--- config.mk ---
export PLATFORM = sky130hd
export DESIGN_NAME = ef_step_decoder_flat
export DESIGN_NICKNAME = d
export VERILOG_FILES = /design/src/rtl/ef_pkg.sv /design/src/rtl/ef_step_decoder_if.sv /design/src/rtl/ef_step_classify.sv /design/src/rtl/ef_step_decoder.sv /design/src/flat_wrapper.sv
export SDC_FILE = /design/constraint.sdc
export NUM_CORES = 1
export LEC_CHECK = 0
export CAP_MARGIN = 5
export CELL_PAD_IN_SITES_DETAIL_PLACEMENT = 0
export CELL_PAD_IN_SITES_GLOBAL_PLACEMENT = 1
export CORE_MARGIN = 2
export CORE_UTILIZATION = 36
export DETAILED_ROUTE_END_ITERATION = 7
export GPL_TIMING_DRIVEN = 0
export PLACE_DENSITY_LB_ADDON = 0.1
export SLEW_MARGIN = 20
export SYNTH_ARGS = -nofsm -noshare
export SYNTH_HDL_FRONTEND = slang
export SYNTH_SLANG_ARGS = --single-unit
export TNS_END_PERCENT = 100
--- constraint.sdc ---
create_clock -name clk -period 1.9 [get_ports clk]
set_input_delay 0.38 -clock clk [delete_from_list [all_inputs] [get_ports clk]]
set_output_delay 0.38 -clock clk [all_outputs]
set_load 0.01 [all_outputs]
--- src/rtl/ef_pkg.sv ---
// Shared definitions for the E/F step decoder: step-state codes, decoder
// states, step classes and the fault-counter saturation limit.
package ef_pkg;

  localparam logic [1:0] S0 = 2'b00;
  localparam logic [1:0] S1 = 2'b01;
  localparam logic [1:0] S2 = 2'b10;
  localparam logic [1:0] S3 = 2'b11;

  localparam logic [3:0] ERR_CNT_MAX = 4'd15;

  typedef enum logic [1:0] {
    SYNC  = 2'd0,
    TRACK = 2'd1,
    FAULT = 2'd2
  } dec_state_t;

  typedef enum logic [1:0] {
    STEP_HOLD    = 2'd0,
    STEP_UP      = 2'd1,
    STEP_DOWN    = 2'd2,
    STEP_ILLEGAL = 2'd3
  } step_t;

endpackage

--- src/rtl/ef_step_decoder_if.sv ---
// Decoder bus: step-state input, clear, and recovered outputs.
// The pos signal exists only when EF_DEC_POS_EN is defined.
interface ef_step_decoder_if;
  logic [1:0] present_in;
  logic       clr;
  logic       e_out;
  logic       f_out;
  logic       err;
  logic [3:0] err_cnt;
`ifdef EF_DEC_POS_EN
  logic [7:0] pos;
`endif

  modport master (
    output present_in, clr,
`ifdef EF_DEC_POS_EN
    input  pos,
`endif
    input  e_out, f_out, err, err_cnt
  );

  modport slave (
    input  present_in, clr,
`ifdef EF_DEC_POS_EN
    output pos,
`endif
    output e_out, f_out, err, err_cnt
  );
endinterface

--- src/rtl/ef_step_classify.sv ---
// Combinational step classifier: compares two consecutive 2-bit step states
// and reports hold / up / down / illegal (two-state jump).
module ef_step_classify
  import ef_pkg::*;
(
  input  logic [1:0] prev,
  input  logic [1:0] present_in,
  output step_t      cls
);
  logic [1:0] delta;

  assign delta = present_in - prev;

  always_comb begin
    cls = STEP_HOLD;
    unique case (delta)
      2'd0: cls = STEP_HOLD;
      2'd1: cls = STEP_UP;
      2'd3: cls = STEP_DOWN;
      2'd2: cls = STEP_ILLEGAL;
    endcase
  end
endmodule

--- src/rtl/ef_step_decoder.sv ---
// E/F step decoder: recovers enable/direction from a 2-bit step-state stream,
// flags illegal jumps, and (with EF_DEC_POS_EN) keeps a wrapping position.
module ef_step_decoder
  import ef_pkg::*;
(
  input  logic               clk,
  input  logic               reset,
  ef_step_decoder_if.slave   bus
);
  dec_state_t state, state_nxt;
  logic [1:0] prev;
  step_t      cls;
  logic       e_q, e_nxt;
  logic       f_q, f_nxt;
  logic       err_q, err_nxt;
  logic [3:0] cnt_q, cnt_nxt;

  ef_step_classify u_classify (
    .prev       (prev),
    .present_in (bus.present_in),
    .cls        (cls)
  );

  always_ff @(posedge clk or posedge reset) begin
    if (reset) begin
      state <= SYNC;
      prev  <= S0;
      e_q   <= 1'b0;
      f_q   <= 1'b0;
      err_q <= 1'b0;
      cnt_q <= '0;
    end else begin
      state <= state_nxt;
      prev  <= bus.present_in;
      e_q   <= e_nxt;
      f_q   <= f_nxt;
      err_q <= err_nxt;
      cnt_q <= cnt_nxt;
    end
  end

  always_comb begin
    state_nxt = state;
    e_nxt     = 1'b0;
    f_nxt     = f_q;
    err_nxt   = err_q;
    cnt_nxt   = cnt_q;

    unique case (state)
      SYNC: state_nxt = TRACK;
      TRACK: begin
        unique case (cls)
          STEP_HOLD: ;
          STEP_UP: begin
            e_nxt = 1'b1;
            f_nxt = 1'b1;
          end
          STEP_DOWN: begin
            e_nxt = 1'b1;
            f_nxt = 1'b0;
          end
          STEP_ILLEGAL: begin
            err_nxt   = 1'b1;
            state_nxt = FAULT;
          end
        endcase
      end
      FAULT: err_nxt = 1'b1;
      default: state_nxt = SYNC;
    endcase

    // The fault counter ignores clr, so it counts even when clr wins the edge.
    if ((state == TRACK || state == FAULT) && cls == STEP_ILLEGAL && cnt_q != ERR_CNT_MAX)
      cnt_nxt = cnt_q + 4'd1;

    if (bus.clr) begin
      state_nxt = SYNC;
      err_nxt   = 1'b0;
      e_nxt     = 1'b0;
      f_nxt     = f_q;
    end
  end

  assign bus.e_out   = e_q;
  assign bus.f_out   = f_q;
  assign bus.err     = err_q;
  assign bus.err_cnt = cnt_q;

`ifdef EF_DEC_POS_EN
  logic [7:0] pos_q;

  always_ff @(posedge clk or posedge reset) begin
    if (reset)
      pos_q <= '0;
    else if (bus.clr)
      pos_q <= '0;
    else if (state == TRACK && cls == STEP_UP)
      pos_q <= pos_q + 8'd1;
    else if (state == TRACK && cls == STEP_DOWN)
      pos_q <= pos_q - 8'd1;
  end

  assign bus.pos = pos_q;
`endif
endmodule

--- src/flat_wrapper.sv ---
// flat-port wrapper written by rule: the top's interface ports become plain ports
module ef_step_decoder_flat import ef_pkg::*;
  (clk, reset, bus_present_in, bus_clr, bus_e_out, bus_f_out, bus_err, bus_err_cnt);
  ef_step_decoder_if bus_i ();
  input  logic clk;
  input  logic reset;
  input wire logic [$bits(bus_i.present_in)-1:0] bus_present_in;
  input wire logic [$bits(bus_i.clr)-1:0] bus_clr;
  output wire logic [$bits(bus_i.e_out)-1:0] bus_e_out;
  output wire logic [$bits(bus_i.f_out)-1:0] bus_f_out;
  output wire logic [$bits(bus_i.err)-1:0] bus_err;
  output wire logic [$bits(bus_i.err_cnt)-1:0] bus_err_cnt;
  assign bus_i.present_in = bus_present_in;
  assign bus_i.clr = bus_clr;
  assign bus_e_out = bus_i.e_out;
  assign bus_f_out = bus_i.f_out;
  assign bus_err = bus_i.err;
  assign bus_err_cnt = bus_i.err_cnt;
  ef_step_decoder u_core (.clk(clk), .reset(reset), .bus(bus_i));
endmodule
==> flow_summary.toml, run 1 <==
[outcome]
outcome = "completed"

[die]
die-area_um2 = 1760
die_h_um = 42.0
initial_core_util = 0.394
core_area_um2 = 1320
die_w_um = 42.0
ios = 12
rows = 13

[clocking]
cts_buffers = 3
cts_sinks = 11
htree_levels = 1
ctsHoldBuffers = 0
cts_setup_buffers = 0
path_clk_slew_ps = 70
clock-root-buffer = "clkbuf_4"
cts_resized = 0
cts_buffer_depth = 2
clk_latency_ps = 270
cts_tree = "yes"

[logic_synthesis]
synth_area_leaders = "dfrtp_1 (53%), ha_1 (12%), inv_1 (4.3%)"
synth_edf_count = 0
yosysTopAreaCell = "dfrtp_1"
synth-warning-count = 0
synthFlopType = "dfrtp_1"
synth_common_cells = "dfrtp_1 (11), inv_1 (6), ha_1 (5)"
async_flop_share = 1.00
synth_top_area_share = 0.530
netlist_area_um2 = 519
avgSynthCellArea_um2 = 11.8
synth_most_common_cell = "dfrtp_1"
yosysSeqAreaShare = 0.530
syn_nets = 54
ys_types = 16
ys_ff_latch = 11
syn_inst = 44

[global_routing]
antenna_found_initial = 0
grt_max_degree = 12
grt_pass1_vias = 347
grt_pass1_wl_um = 1550
grtUsageTotal = 0.124
gr-total-overflow = 0

[routing]
detail-route-antenna-nets = 0
drt_iter0_drc = 1
vias = 351
vias_per_cell = 4.74
routed_wl_um = 933
drt-pass1-iter-count = 2
wl_per_cell_um = 12.6
drc = 0

[worst_setup_path]
crit_chain = "clkdlybuf4s50_1 -> inv_1 -> ha_1 -> and4_4 -> mux2_2"
crit_slowest_cell = "clkdlybuf4s50_1"
crit_type = "primary input to register"
endpoint_kind = "register"
cp-start-kind = "primary input"
cp_top_family = "buffers and inverters"
crit_fanout = 5
slowest_delay_ps = 470
crit_arrival_ps = 1870
crit_cells = 5
crit_buf_inv = 2
r2r_cells = 3
crit_required_ps = 2060

[finish]
nNetsFinal = 70
antenna_cells = 0
final_cells = 74
syn_to_final_growth_pct = 29.9
layout-drive-gt1-share = 0.119

[worst_hold_path]
worst_hold_path_type = "primary input to async pin"

[placement]
dp.cells = 70
port_buffers = 11
place_congestion = 0.658
dp_hpwl_um = 720

[pwr]
peakVddDrop_uv = 512
p_leak_nw = 0.309
cellPowerDensity_nw_per_um2 = 1170
power_uw = 789

[timing]
rsz0062_at_grt = "false"
drv_slew = 0
hold_viol = 0
max-slew-margin-rel = 0.724
setup_viol = 0
min_period_over_period = 0.903
worstMarginPinSlew_ps = 413
max_freq_mhz = 583
fin_skew_ps = 4.96
period_minus_slack_ps = 1710

[job]
max_cap_viol_count = 0
[worst reg2reg max path, stage by stage (launching register included)]
cell	delay, ps
dfrtp_1	370
ha_1	370
and4_4	280
mux2_2	330
[final timing paths]
check,from,to,slack (ps)
min in group clk,u_core.bus.err_cnt[3]$_DFFE_PP0P_,u_core.bus.err_cnt[3]$_DFFE_PP0P_,500
setup reg to reg,u_core.prev[0]$_DFF_PP0_,u_core.bus.err_cnt[1]$_DFFE_PP0P_,450
hold reg to reg,u_core.bus.err_cnt[3]$_DFFE_PP0P_,u_core.bus.err_cnt[3]$_DFFE_PP0P_,500
hold / removal,reset,u_core.bus.err_cnt[1]$_DFFE_PP0P_,400
max in group asynchronous,reset,u_core.bus.e_out$_DFF_PP0_,1210
setup / recovery,bus_present_in[0],u_core.bus.err_cnt[1]$_DFFE_PP0P_,190
[logic make-up after synthesis]
| logic type | after synthesis | share of synthesized area |
|---|---|---|
| flip-flops | 11 | 0.530 |
| AND/OR/NAND/NOR | 10 | 0.113 |
| buffers and inverters | 6 | 0.0434 |
| AO/OA/AOI/OAI | 5 | 0.0530 |
| XOR/XNOR | 5 | 0.0988 |
| adder cells (fa/ha/maj) | 5 | 0.120 |
| multiplexers | 2 | 0.0410 |
[placed cells by master, fill, tap and decap left out]
| cell type | Yosys | final |
|---|---|---|
| ha_1 | 5 | 5 |
| nand4_2 | 1 | 1 |
| mux2_2 | 1 | 1 |
| nand3_1 | 2 | 2 |
| dfrtp_1 | 11 | 11 |
| clkbuf_4 | 0 | 3 |
| a31oi_1 | 2 | 2 |
| xnor2_1 | 2 | 2 |
| clkdlybuf4s50_1 | 0 | 11 |
| clkbuf_1 | 0 | 1 |
| xor2_1 | 2 | 2 |
| inv_1 | 6 | 6 |
| xor2_2 | 1 | 1 |
| a21oi_1 | 3 | 3 |
| nand2_1 | 1 | 1 |
| nor3_1 | 2 | 2 |
| mux2i_1 | 1 | 1 |
| and4_4 | 1 | 1 |
| nor2_1 | 3 | 3 |
[metrics by stage]
step / setup WS [ps] / hold slack [ps] / instance area, um^2 / setup TNS [ps] / utilization
after global routing: 118 / 435 / 674 / 0 / 0.512
after CTS: 189 / 413 / 674 / 0 / 0.512
final: 185 / 402 / 674 / 0 / 0.512
after global placement: -92.1 / 485 / 648 / -95.0 / 0.492
after detailed placement: -91.6 / 488 / 648 / -96.6 / 0.492
after floorplan: 482 / 232 / 519 / 0 / -
[state kept, by name, indices dropped and copies added (netlist names)]
register	count
u_core.bus.e_out	1
u_core.bus.f_out	1
u_core.bus.err_cnt	4
u_core.state	2
u_core.prev	2
u_core.bus.err	1
[where the power goes]
part | total (mW) | leakage (nW) | internal (mW) | switching (mW)
Sequential | 0.352 | 0.138 | 0.294 | 0.0585
Combinational | 0.276 | 0.156 | 0.160 | 0.117
Clock | 0.161 | 0.0150 | 0.0811 | 0.0796
[final cells by class]
| type | instances | area, um^2 |
|---|---|---|
| sequential | 11 | 275 |
| inverter | 6 | 22.5 |
| fill | 117 | 643 |
| clock buffer | 4 | 26.3 |
| multi-input combinational | 27 | 221 |
| timing repair buffer | 11 | 110 |
| tap | 15 | 18.8 |
[per-layer routing]
layer	track usage	wire, um
met4	0.0774	0
met5	0	0
met3	0.0388	38
met2	0.200	481
met1	0.141	413
(Power assumes the default switching activity.)
==> run 2: changes to the inputs <==
REMOVE_ABC_BUFFERS = 1   (was unset)
==> results of run 2 <==
Final layout, timing and power as in run 1 (identical DEF).
==> run 3: changes to the inputs <==
CTS_CLUSTER_SIZE = 28   (was unset)
PLACE_DENSITY = 0.77   (was unset)
PLACE_DENSITY_LB_ADDON = unset   (was 0.1)
==> run 3 against run 2 <==
  * Maximum frequency up 0.93%
  * Sequential share of layout area down 0.076 points
  * Flip-flop and latch count unchanged
  * Clock power about the same
==> flow_summary.toml, run 3 (same netlist as run 1, synthesis figures left out) <==
[routing]
wl_per_cell_um = 11.8
routed_wl_um = 874
drc = 0
vias_per_cell = 4.73
detail-route-antenna-nets = 0
drt_iter0_drc = 5
vias = 350
drt-pass1-iter-count = 4

[timing]
max-slew-margin-rel = 0.714
hold_ws_ps = 400
period_minus_slack_ps = 1700
setup_viol = 0
rsz0062_at_grt = "false"
setup_tns_ps = 0
fin_skew_ps = 6.30
drv_slew = 0
setup_slack_ps = 201
hold_viol = 0
min_period_over_period = 0.894
max_freq_mhz = 589
worstMarginPinSlew_ps = 428

[worst_hold_path]
worst_hold_path_type = "primary input to async pin"

[clocking]
clk_latency_ps = 270
cts_resized = 0
htree_levels = 1
clock-root-buffer = "clkbuf_4"
ctsHoldBuffers = 0
cts_tree = "yes"
path_clk_slew_ps = 80
cts_sinks = 11
cts_buffer_depth = 2
cts_buffers = 3
cts_setup_buffers = 0

[finish]
final_cell_mix = "clkdlybuf4s50_1 (11), dfrtp_1 (11), inv_1 (6)"
nNetsFinal = 70
syn_to_final_growth_pct = 30.1
layout-drive-gt1-share = 0.136
utilization = 0.513
stdcell_area_um2 = 676
final_cells = 74
largest_reg_flops = 4
antenna_cells = 0

[die]
initial_core_util = 0.394
ios = 12
die_w_um = 42.0
rows = 13
die_h_um = 42.0
core_area_um2 = 1320
die-area_um2 = 1760

[pwr]
power_uw = 781
cellPowerDensity_nw_per_um2 = 1160
p_leak_nw = 0.311
peakVddDrop_uv = 849

[worst_setup_path]
r2r_slack_ps = 460
cp-start-kind = "primary input"
crit_required_ps = 2060
crit_arrival_ps = 1860
crit_fanout = 5
crit_type = "primary input to register"
endpoint_kind = "register"

[outcome]
outcome = "completed"

[job]
max_cap_viol_count = 0

[global_routing]
grt_pass1_vias = 328
grtUsageTotal = 0.117
antenna_found_initial = 0
gr-total-overflow = 0
grt_max_degree = 12
grt_pass1_wl_um = 1550

[placement]
dp_hpwl_um = 649
place_area_um2 = 648
dpl_worst_slack_ps = -86.6
port_buffers = 11
place_congestion = 0.666
dp.cells = 70
## run 3: cell types whose count changed in the layout (fill, tap and decap cells not counted)
cell	previous run	this run
clkbuf_1	1	0
clkinv_2	0	1
## run 3: final timing paths
| check | cells after the start | start | to |
|---|---|---|---|
| worst max-delay path | 5 | bus_present_in[0] | u_core.bus.err_cnt[1]$_DFFE_PP0P_ |
| worst min-delay path | 2 | reset | u_core.prev[0]$_DFF_PP0_ |
| worst max register to register | 3 | u_core.prev[0]$_DFF_PP0_ | u_core.bus.err_cnt[1]$_DFFE_PP0P_ |
| worst min register to register | 1 | u_core.bus.err_cnt[3]$_DFFE_PP0P_ | u_core.bus.err_cnt[3]$_DFFE_PP0P_ |
| max in group asynchronous | 2 | reset | u_core.bus.e_out$_DFF_PP0_ |
| min in group clk | 1 | u_core.bus.err_cnt[3]$_DFFE_PP0P_ | u_core.bus.err_cnt[3]$_DFFE_PP0P_ |
## run 3: routing by layer
layer / part of all wire / global-route usage / vias up / wire length [um]
li1: - / - / 175 / -
met1: 0.48 / 0.168 / 163 / 422
met2: 0.45 / 0.153 / 12 / 392
met3: 0.068 / 0.0560 / 0 / 59
met4: 0 / 0.0387 / 0 / 0
met5: 0 / 0 / - / 0
## run 3: layout make-up
class	instances	area, um^2
well taps	15	18.8
fillers	133	642
inverters	6	22.5
repair buffers	11	110
clock buffers	3	22.5
clock inverters	1	5.00
multi-input cells	27	221
flip-flops and latches	11	275
## run 3: critical path: stages
cell and delay, ps:
clkdlybuf4s50_1 470, inv_1 50, ha_1 360, and4_4 270
mux2_2 330
## run 3: report_power, final
part           total, mW  internal, mW  switching, mW
Clock              0.158        0.0777         0.0804
Combinational      0.267         0.158          0.109
Sequential         0.355         0.294         0.0616
